[src/rtl/sme_pkg.sv]
// Shared constants and FSM state encoding for the two-requester SME front-end arbiter.
package sme_pkg;

    localparam int NUM_REQ    = 2;
    localparam int STR_MAX    = 32;
    localparam int PAT_MAX    = 8;
    localparam int WDOG_LIMIT = 100;

    typedef enum logic [2:0] {
        ST_IDLE   = 3'd0,
        ST_STREAM = 3'd1,
        ST_WAIT   = 3'd2,
        ST_DONE   = 3'd3,
        ST_DRAIN  = 3'd4
    } sme_state_t;

endpackage

[src/rtl/sme_rr_arb.sv]
// Two-way round-robin winner select; combinational winner, registered last-served pointer.
// The pointer resets to "requester 1 served last" so requester 0 wins the first tie.
module sme_rr_arb
    import sme_pkg::*;
(
    input  logic               clk,
    input  logic               reset,
    input  logic [NUM_REQ-1:0] req,
    input  logic               update,
    input  logic               served,
    output logic [NUM_REQ-1:0] winner,
    output logic               winner_idx
);

    logic last;

    always_ff @(posedge clk or posedge reset) begin
        if (reset) begin
            last <= 1'b1;
        end else if (update) begin
            last <= served;
        end
    end

    always_comb begin
        winner_idx = 1'b0;
        if (req == 2'b11) begin
            winner_idx = ~last;
        end else if (req[1]) begin
            winner_idx = 1'b1;
        end
        winner = '0;
        if (|req) begin
            winner[winner_idx] = 1'b1;
        end
    end

endmodule

[src/rtl/sme_arbiter.sv]
// Arbitrates two requesters onto one SME engine stream; stream delayed one cycle, result within 102 cycles of pattern end.
// No backpressure: requesters hold req until done or abort, results are returned as a one-cycle done pulse.
module sme_arbiter
    import sme_pkg::*;
(
    input  logic        clk,
    input  logic        reset,
    input  logic [1:0]  req,
    output logic [1:0]  gnt,
    input  logic [7:0]  char0,
    input  logic [7:0]  char1,
    input  logic [1:0]  isstr,
    input  logic [1:0]  ispat,
    output logic [7:0]  sme_chardata,
    output logic        sme_isstring,
    output logic        sme_ispattern,
    input  logic        sme_valid,
    input  logic        sme_match,
    input  logic [4:0]  sme_index,
    output logic [1:0]  done,
    output logic        res_match,
    output logic [4:0]  res_index,
    output logic        res_err
);

    sme_state_t state;
    logic       owner;
    logic [5:0] str_cnt;
    logic [3:0] pat_cnt;
    logic [7:0] wdog;
    logic       err;
    logic       pat_seen;

    logic [1:0] arb_winner;
    logic       arb_idx;

    logic       own_req;
    logic [7:0] own_char;
    logic       own_str;
    logic       own_pat;
    logic       str_ok;
    logic       pat_ok;
    logic       wdog_expired;

    sme_rr_arb u_rr_arb (
        .clk        (clk),
        .reset      (reset),
        .req        (req),
        .update     (state == ST_DONE),
        .served     (owner),
        .winner     (arb_winner),
        .winner_idx (arb_idx)
    );

    always_comb begin
        own_req      = req[owner];
        own_char     = owner ? char1 : char0;
        own_str      = isstr[owner];
        own_pat      = ispat[owner];
        str_ok       = own_str && (str_cnt < 6'(STR_MAX));
        pat_ok       = own_pat && (pat_cnt < 4'(PAT_MAX));
        wdog_expired = (wdog == 8'(WDOG_LIMIT - 1));
    end

    always_ff @(posedge clk or posedge reset) begin
        if (reset) begin
            state         <= ST_IDLE;
            owner         <= 1'b0;
            gnt           <= '0;
            done          <= '0;
            res_match     <= 1'b0;
            res_index     <= '0;
            res_err       <= 1'b0;
            sme_chardata  <= '0;
            sme_isstring  <= 1'b0;
            sme_ispattern <= 1'b0;
            str_cnt       <= '0;
            pat_cnt       <= '0;
            wdog          <= '0;
            err           <= 1'b0;
            pat_seen      <= 1'b0;
        end else begin
            // Pulse-style outputs default low; only the cases below raise them.
            done          <= '0;
            res_match     <= 1'b0;
            res_index     <= '0;
            res_err       <= 1'b0;
            sme_chardata  <= '0;
            sme_isstring  <= 1'b0;
            sme_ispattern <= 1'b0;

            case (state)
                ST_IDLE: begin
                    if (|req) begin
                        gnt      <= arb_winner;
                        owner    <= arb_idx;
                        str_cnt  <= '0;
                        pat_cnt  <= '0;
                        err      <= 1'b0;
                        pat_seen <= 1'b0;
                        state    <= ST_STREAM;
                    end
                end

                ST_STREAM: begin
                    if (!own_req) begin
                        gnt   <= '0;
                        wdog  <= '0;
                        state <= ST_DRAIN;
                    end else begin
                        if (str_ok) begin
                            str_cnt <= str_cnt + 6'd1;
                        end
                        if (pat_ok) begin
                            pat_cnt <= pat_cnt + 4'd1;
                        end
                        if ((own_str && !str_ok) || (own_pat && !pat_ok)) begin
                            err <= 1'b1;
                        end
                        if (own_pat) begin
                            pat_seen <= 1'b1;
                        end
                        // Stream stays registered-zero on the cycle we leave for WAIT.
                        if (pat_seen && !own_pat) begin
                            wdog  <= '0;
                            state <= ST_WAIT;
                        end else begin
                            sme_chardata  <= own_char;
                            sme_isstring  <= str_ok;
                            sme_ispattern <= pat_ok;
                        end
                    end
                end

                ST_WAIT: begin
                    if (!own_req) begin
                        gnt   <= '0;
                        wdog  <= '0;
                        state <= ST_DRAIN;
                    end else if (sme_valid) begin
                        done      <= gnt;
                        res_match <= sme_match;
                        res_index <= sme_index;
                        res_err   <= err;
                        state     <= ST_DONE;
                    end else if (wdog_expired) begin
                        done    <= gnt;
                        res_err <= 1'b1;
                        state   <= ST_DONE;
                    end else begin
                        wdog <= wdog + 8'd1;
                    end
                end

                ST_DONE: begin
                    gnt   <= '0;
                    state <= ST_IDLE;
                end

                ST_DRAIN: begin
                    if (sme_valid || wdog_expired) begin
                        state <= ST_IDLE;
                    end else begin
                        wdog <= wdog + 8'd1;
                    end
                end

                default: begin
                    gnt   <= '0;
                    state <= ST_IDLE;
                end
            endcase
        end
    end

endmodule

[config.mk]
export PLATFORM = sky130hd
export DESIGN_NAME = sme_arbiter
export DESIGN_NICKNAME = d
export VERILOG_FILES = /design/src/rtl/sme_pkg.sv /design/src/rtl/sme_rr_arb.sv /design/src/rtl/sme_arbiter.sv
export SDC_FILE = /design/constraint.sdc
export NUM_CORES = 1
export LEC_CHECK = 0
export BUFFER_PORTS_ARGS = -buffer_cell sky130_fd_sc_hd__buf_2
export CORE_ASPECT_RATIO = 0.8
export CORE_UTILIZATION = 58
export DETAILED_ROUTE_END_ITERATION = 16
export PLACE_DENSITY = 0.94
export RECOVER_POWER = 50
export SLEW_MARGIN = 10
export SYNTH_ARGS = -nofsm -noshare
export SYNTH_HDL_FRONTEND = slang
export SYNTH_SLANG_ARGS = --single-unit
[constraint.sdc]
create_clock -name clk -period 3.7 [get_ports clk]
set_input_delay 0.185 -clock clk [delete_from_list [all_inputs] [get_ports clk]]
set_output_delay 0.185 -clock clk [all_outputs]
set_load 0.05 [all_outputs]
* Word level (Yosys, flattened, before mapping)
Cells that the tools add are included.
Storage, ports and cells: flip-flop bits (word level) 46, output and inout bits 21
Cells by class: reductions and logical operators 24, order comparisons 5, bitwise gates (word level) 2, eq/ne operators 19, $add $sub $neg 3, multiplexer cells 67
Operator list (number):
- 8-bit two-way mux | 10
- 1-bit two-way mux | 27
- 8-bit case mux with 3 select lines | 1
- 3-bit two-way mux | 7
- 4-bit AND reduction | 5
- 6-bit two-way mux | 3
- 2-bit != test (second input constant) | 9
- 5-bit two-way mux | 3
- 2-bit two-way mux | 6
- 4-bit two-way mux | 3
- 3-bit case mux with 4 select lines | 1
- 6-bit case mux with 2 select lines | 1
- 3-bit != test (second input constant) | 3
- 8-bit by 1-bit adder with 8-bit output (second input constant) | 1
- 8-bit by 7-bit == test with 1-bit output (second input constant) | 1
- 4-bit case mux with 2 select lines | 1
- 6-bit by 1-bit adder with 6-bit output (second input constant) | 1
- 3-bit by 2-bit == test with 1-bit output (second input constant) | 2
- 1-bit logical AND | 6
- 6-bit < comparator (second input constant) | 1
- 2-bit case mux with 3 select lines | 1
- 5-bit AND reduction | 1
- 4-bit by 1-bit adder with 4-bit output (second input constant) | 1
- 1-bit by 2-bit < comparator with 1-bit output (second input constant) | 2
- 17 further kinds | 23

* Logic depth before layout (Yosys ltp)
depth in word-level cells 9, mapped depth 6

* Modules after synthesis
From an unflattened synthesis, not the netlist that was laid out.
Second synthesis, totals: cells, all modules 221, area total of the unflattened synthesis 2298.5 µm²
Modules (own cells, without submodules):
- sme_arbiter | instances 1, area an instance 2233.4 µm², sequential area each 1126.1 µm², cells each 213
- sme_rr_arb | instances 1, area an instance 65.1 µm², sequential area each 26.3 µm², cells each 8

* Worst setup path before layout
Ideal clock, no wire load.
path type reg2reg, start register wdog[0], end register wdog[1], setup slack 1.927 ns, cell stages (with the launch flop) 7, setup time 0.079 ns, clock period less this slack 1.773 ns, arrival time 1.694 ns, cells stage by stage dfrtp_1 ha_1 or4b_4 o211ai_4 o211a_1 buf_6 mux2i_1
Between the ends: longest elaborated chain between the ends 5
Ends and longest elaborated chain:
- start, declared | RTL line sme_arbiter.sv:30 | logic [7:0] wdog;
- start signal, assigned | RTL line sme_arbiter.sv:151 | wdog <= wdog + 8'd1;
- start signal, assigned | RTL line sme_arbiter.sv:164 | wdog <= wdog + 8'd1;
- 8-bit by 1-bit adder with 8-bit output | RTL line sme_arbiter.sv:151, sme_arbiter.sv:164
- 8-bit two-way mux | RTL line sme_arbiter.sv:146 | end else if (wdog_expired) begin
- 8-bit two-way mux | RTL line sme_arbiter.sv:140 | end else if (sme_valid) begin
- 8-bit two-way mux | RTL line sme_arbiter.sv:136 | if (!own_req) begin
- 8-bit case mux with 3 select lines | RTL line sme_arbiter.sv:92 | case (state)
Several ways; a longest one is shown, not always the timed one. The select of a mux whose other input is x is not followed. A chain may end at the register's enable or synchronous reset.

* Worst setup path in the final report
start register owner, end register wdog[3]
Between the ends: longest elaborated chain between the ends 6
Ends and longest elaborated chain:
- start, declared | RTL line sme_arbiter.sv:27 | logic owner;
- start signal, assigned | RTL line sme_arbiter.sv:96 | owner <= arb_idx;
- 1-bit two-way mux (implied by the code) (2 in series) | RTL line sme_arbiter.sv:59 | own_pat = ispat[owner];
- 1-bit logical NOT | RTL line sme_arbiter.sv:124 | if (pat_seen && !own_pat) begin
- 1-bit logical AND | RTL line sme_arbiter.sv:124
- 3-bit != test (no source line)
- 5-bit AND reduction (no source line)
Several ways; a longest one is shown, not always the timed one. The select of a mux whose other input is x is not followed.

==> run metrics <==
status complete, but fails checks; failing checks max-capacitance violations, max-slew violations; DR DRC count 0; Hold Path Class in2reg; clock root buffer clkbuf_8; gr usage total 0.2534; Routed WL per cell 15.19 µm; Syn Inst Count between 200 and 250; DR iter-0 viols 138; syn avg cell area 10.74 µm²; final period utilization 0.6286; RSZ-0062 raised after global routing false; share of post-route cells with drive strength above 1 0.2407; post_cts resized 0; required time of the critical path 3.94 ns; post-synth top area share 0.4764; Setup Buffers After CTS 0; number of flops mapped to enable cells by yosys 0; Final WS setup 1.374 ns; PwrDens 720.6 mW/mm²; first drt pass iteration count 5; # diodes 0; met1 Track Usage GR 0.3117; Setup violations, final 0; register area share after synthesis 0.4876; Max VDD drop 0.0003493 V; area growth from synthesis to layout 15.46%; Synth Cell Area 0.002364 mm²; Syn Nets 254; Power, Total 1966 µW; max cap viols 1; Least-Margin Pin Slew 2.371 ns; Synth Register Bits 46; CTS buffer count 5; min cycle time layout 2.326 ns; via count between 1.5k and 2k; post-route ant nets 0; Yosys top cell by area dfrtp_1; Die Wd roughly 73 µm; Slew Viols, Final 47; Nets 303; Routability Congestion between 0.8 and 0.9; final wirelength about 5 mm; Finished Cell Area 0.002729 mm²; critical path class reg2reg; Hold Vio Cnt, Final 0; CTS Hold Bufs 0; dpl ws 1.440 ns; first-pass GRT wire length 8.238 mm; crit start category flip-flop; achievable frequency 0.4299 GHz; GR Overflow Total 0; ranking of synthesized cells by area dfrtp_1 (48%), mux2i_1 (6.4%), nand2_1 (3.0%); die height 59.10 µm; Top Ports 52; Core Footprint 0.003854 mm²; starting density of the core 0.6133; CTS tree done; largest net degree at the start of global routing 47; clk slew on worst S/H paths roughly 0.09 ns; CTS Buffer Depth 2; Slew Limit Headroom -0.5804; M2 GR Usage 0.4220; Setup crit end kind flip-flop; Crit Path Max Fanout 17; vias in the first global route roughly 1.8k; Most Used Layer, Global Route met2; yosys warns 0; placed cells 317; placed inst area 0.002635 mm²; initial antenna violation count 0; DR vias/cell 5.840; Finished Layout Cells approximately 330; Num Clock Sinks 46; Main synth FF type dfrtp_1; crit path DAT 2.57 ns; Clock Skews 0.009025 ns; Port Buffers 51; die area 0.004336 mm²; fraction of registers with async set/reset 1.000; post-synth cell types 56; routing usage on met3 0.07993; clk_lat worst skew 0.30 ns; H-tree Lvls 2; leakage 0.001422 µW; hpwl dp 3.519 mm; Placement Rows 20; final setup TNS 0 ns
where the power goes:
| part | leakage [µW] | internal (µW) | switching, µW |
|---|---|---|---|
| clock | 0.0000514 | 202 | 172 |
| combinational | 0.000745 | 310 | 530 |
| sequential | 0.000625 | 604 | 149 |
| total | 0.00142 | 1120 | 851 |
cell type report:
cell class	instances	area (µm²)
timing repair buffer	52	246.5
multi-input combinational	158	1129
clock buffer	6	72.57
inverter	6	22.52
sequential	46	1152
clock inverter	2	37.54
fill	280	1125
tap	55	68.82
critical path: stages (launching register included):
cell and delay (ns):
dfrtp_1 0.90, mux2i_4 0.45, a21oi_1 0.23, a2111oi_0 0.51
a211o_1 0.16
registers in the layout, summed over array words and instances, names as in the netlist:
register / flops
sme_chardata: 8
wdog: 8
str_cnt: 6
res_index: 5
pat_cnt: 4
state: 3
done: 2
gnt: 2
err: 1
owner: 1
pat_seen: 1
res_err: 1
res_match: 1
sme_ispattern: 1
sme_isstring: 1
u_rr_arb.last: 1
stage by stage:
| step | hold WS, ns | utilization |
|---|---|---|
| after floorplan | 0.3136 | - |
| after global placement | 0.3495 | 0.6838 |
| after detailed placement | 0.3650 | 0.6838 |
| after CTS | 0.04131 | 0.7123 |
| after global routing | 0.08493 | 0.7081 |
| final | 0.08340 | 0.7081 |
layer usage:
metal | vias up | routed length, µm
li1 | 892 | -
met1 | 913 | 2134
met2 | 82 | 2336
met3 | 11 | 366
met4 | 0 | 101
met5 | - | 0
Yosys cell counts, types with 5 or more instances:
cell type  number
nand2b_1        6
nand2_1        19
mux2i_1        15
o21ai_0         6
nand3_1        10
a211o_1         7
a21oi_1         5
inv_1           6
dfrtp_1        45
and2_1          8
and3_1          9
nor2_1         19
kinds of logic after synthesis:
logic type,after synthesis,share of synthesized area
flops,46,0.4876
buf+inv,16,0.03494
simple gates,87,0.1980
mux,21,0.09846
xor+xnor,2,0.007413
compound gates,45,0.1578
fa+ha+maj,3,0.01588
cells in the final DEF, fill, tap and decap left out, types with 6 or more instances in the layout:
cell	netlist	layout
and3_1	9	9
nand3_1	10	10
nand2_1	19	19
nand2b_1	6	6
and2_1	8	8
a211o_1	7	7
dfrtp_1	45	45
nor2_1	19	19
clkbuf_1	3	12
buf_2	3	41
mux2i_1	15	15
o21ai_0	6	6
path summary, 6_finish.rpt:
kind,from,endpoint,slack (ns),depth (start not counted)
max,owner,wdog[3],1.37,4
min,sme_match,res_match,0.08,2
max reg2reg,owner,wdog[3],1.37,4
min reg2reg,str_cnt[5],sme_isstring,0.45,1
max in group asynchronous,reset,str_cnt[1],1.60,3
min in group asynchronous,reset,res_index[2],0.75,3
Note: power is estimated with default switching activity, not from simulation.
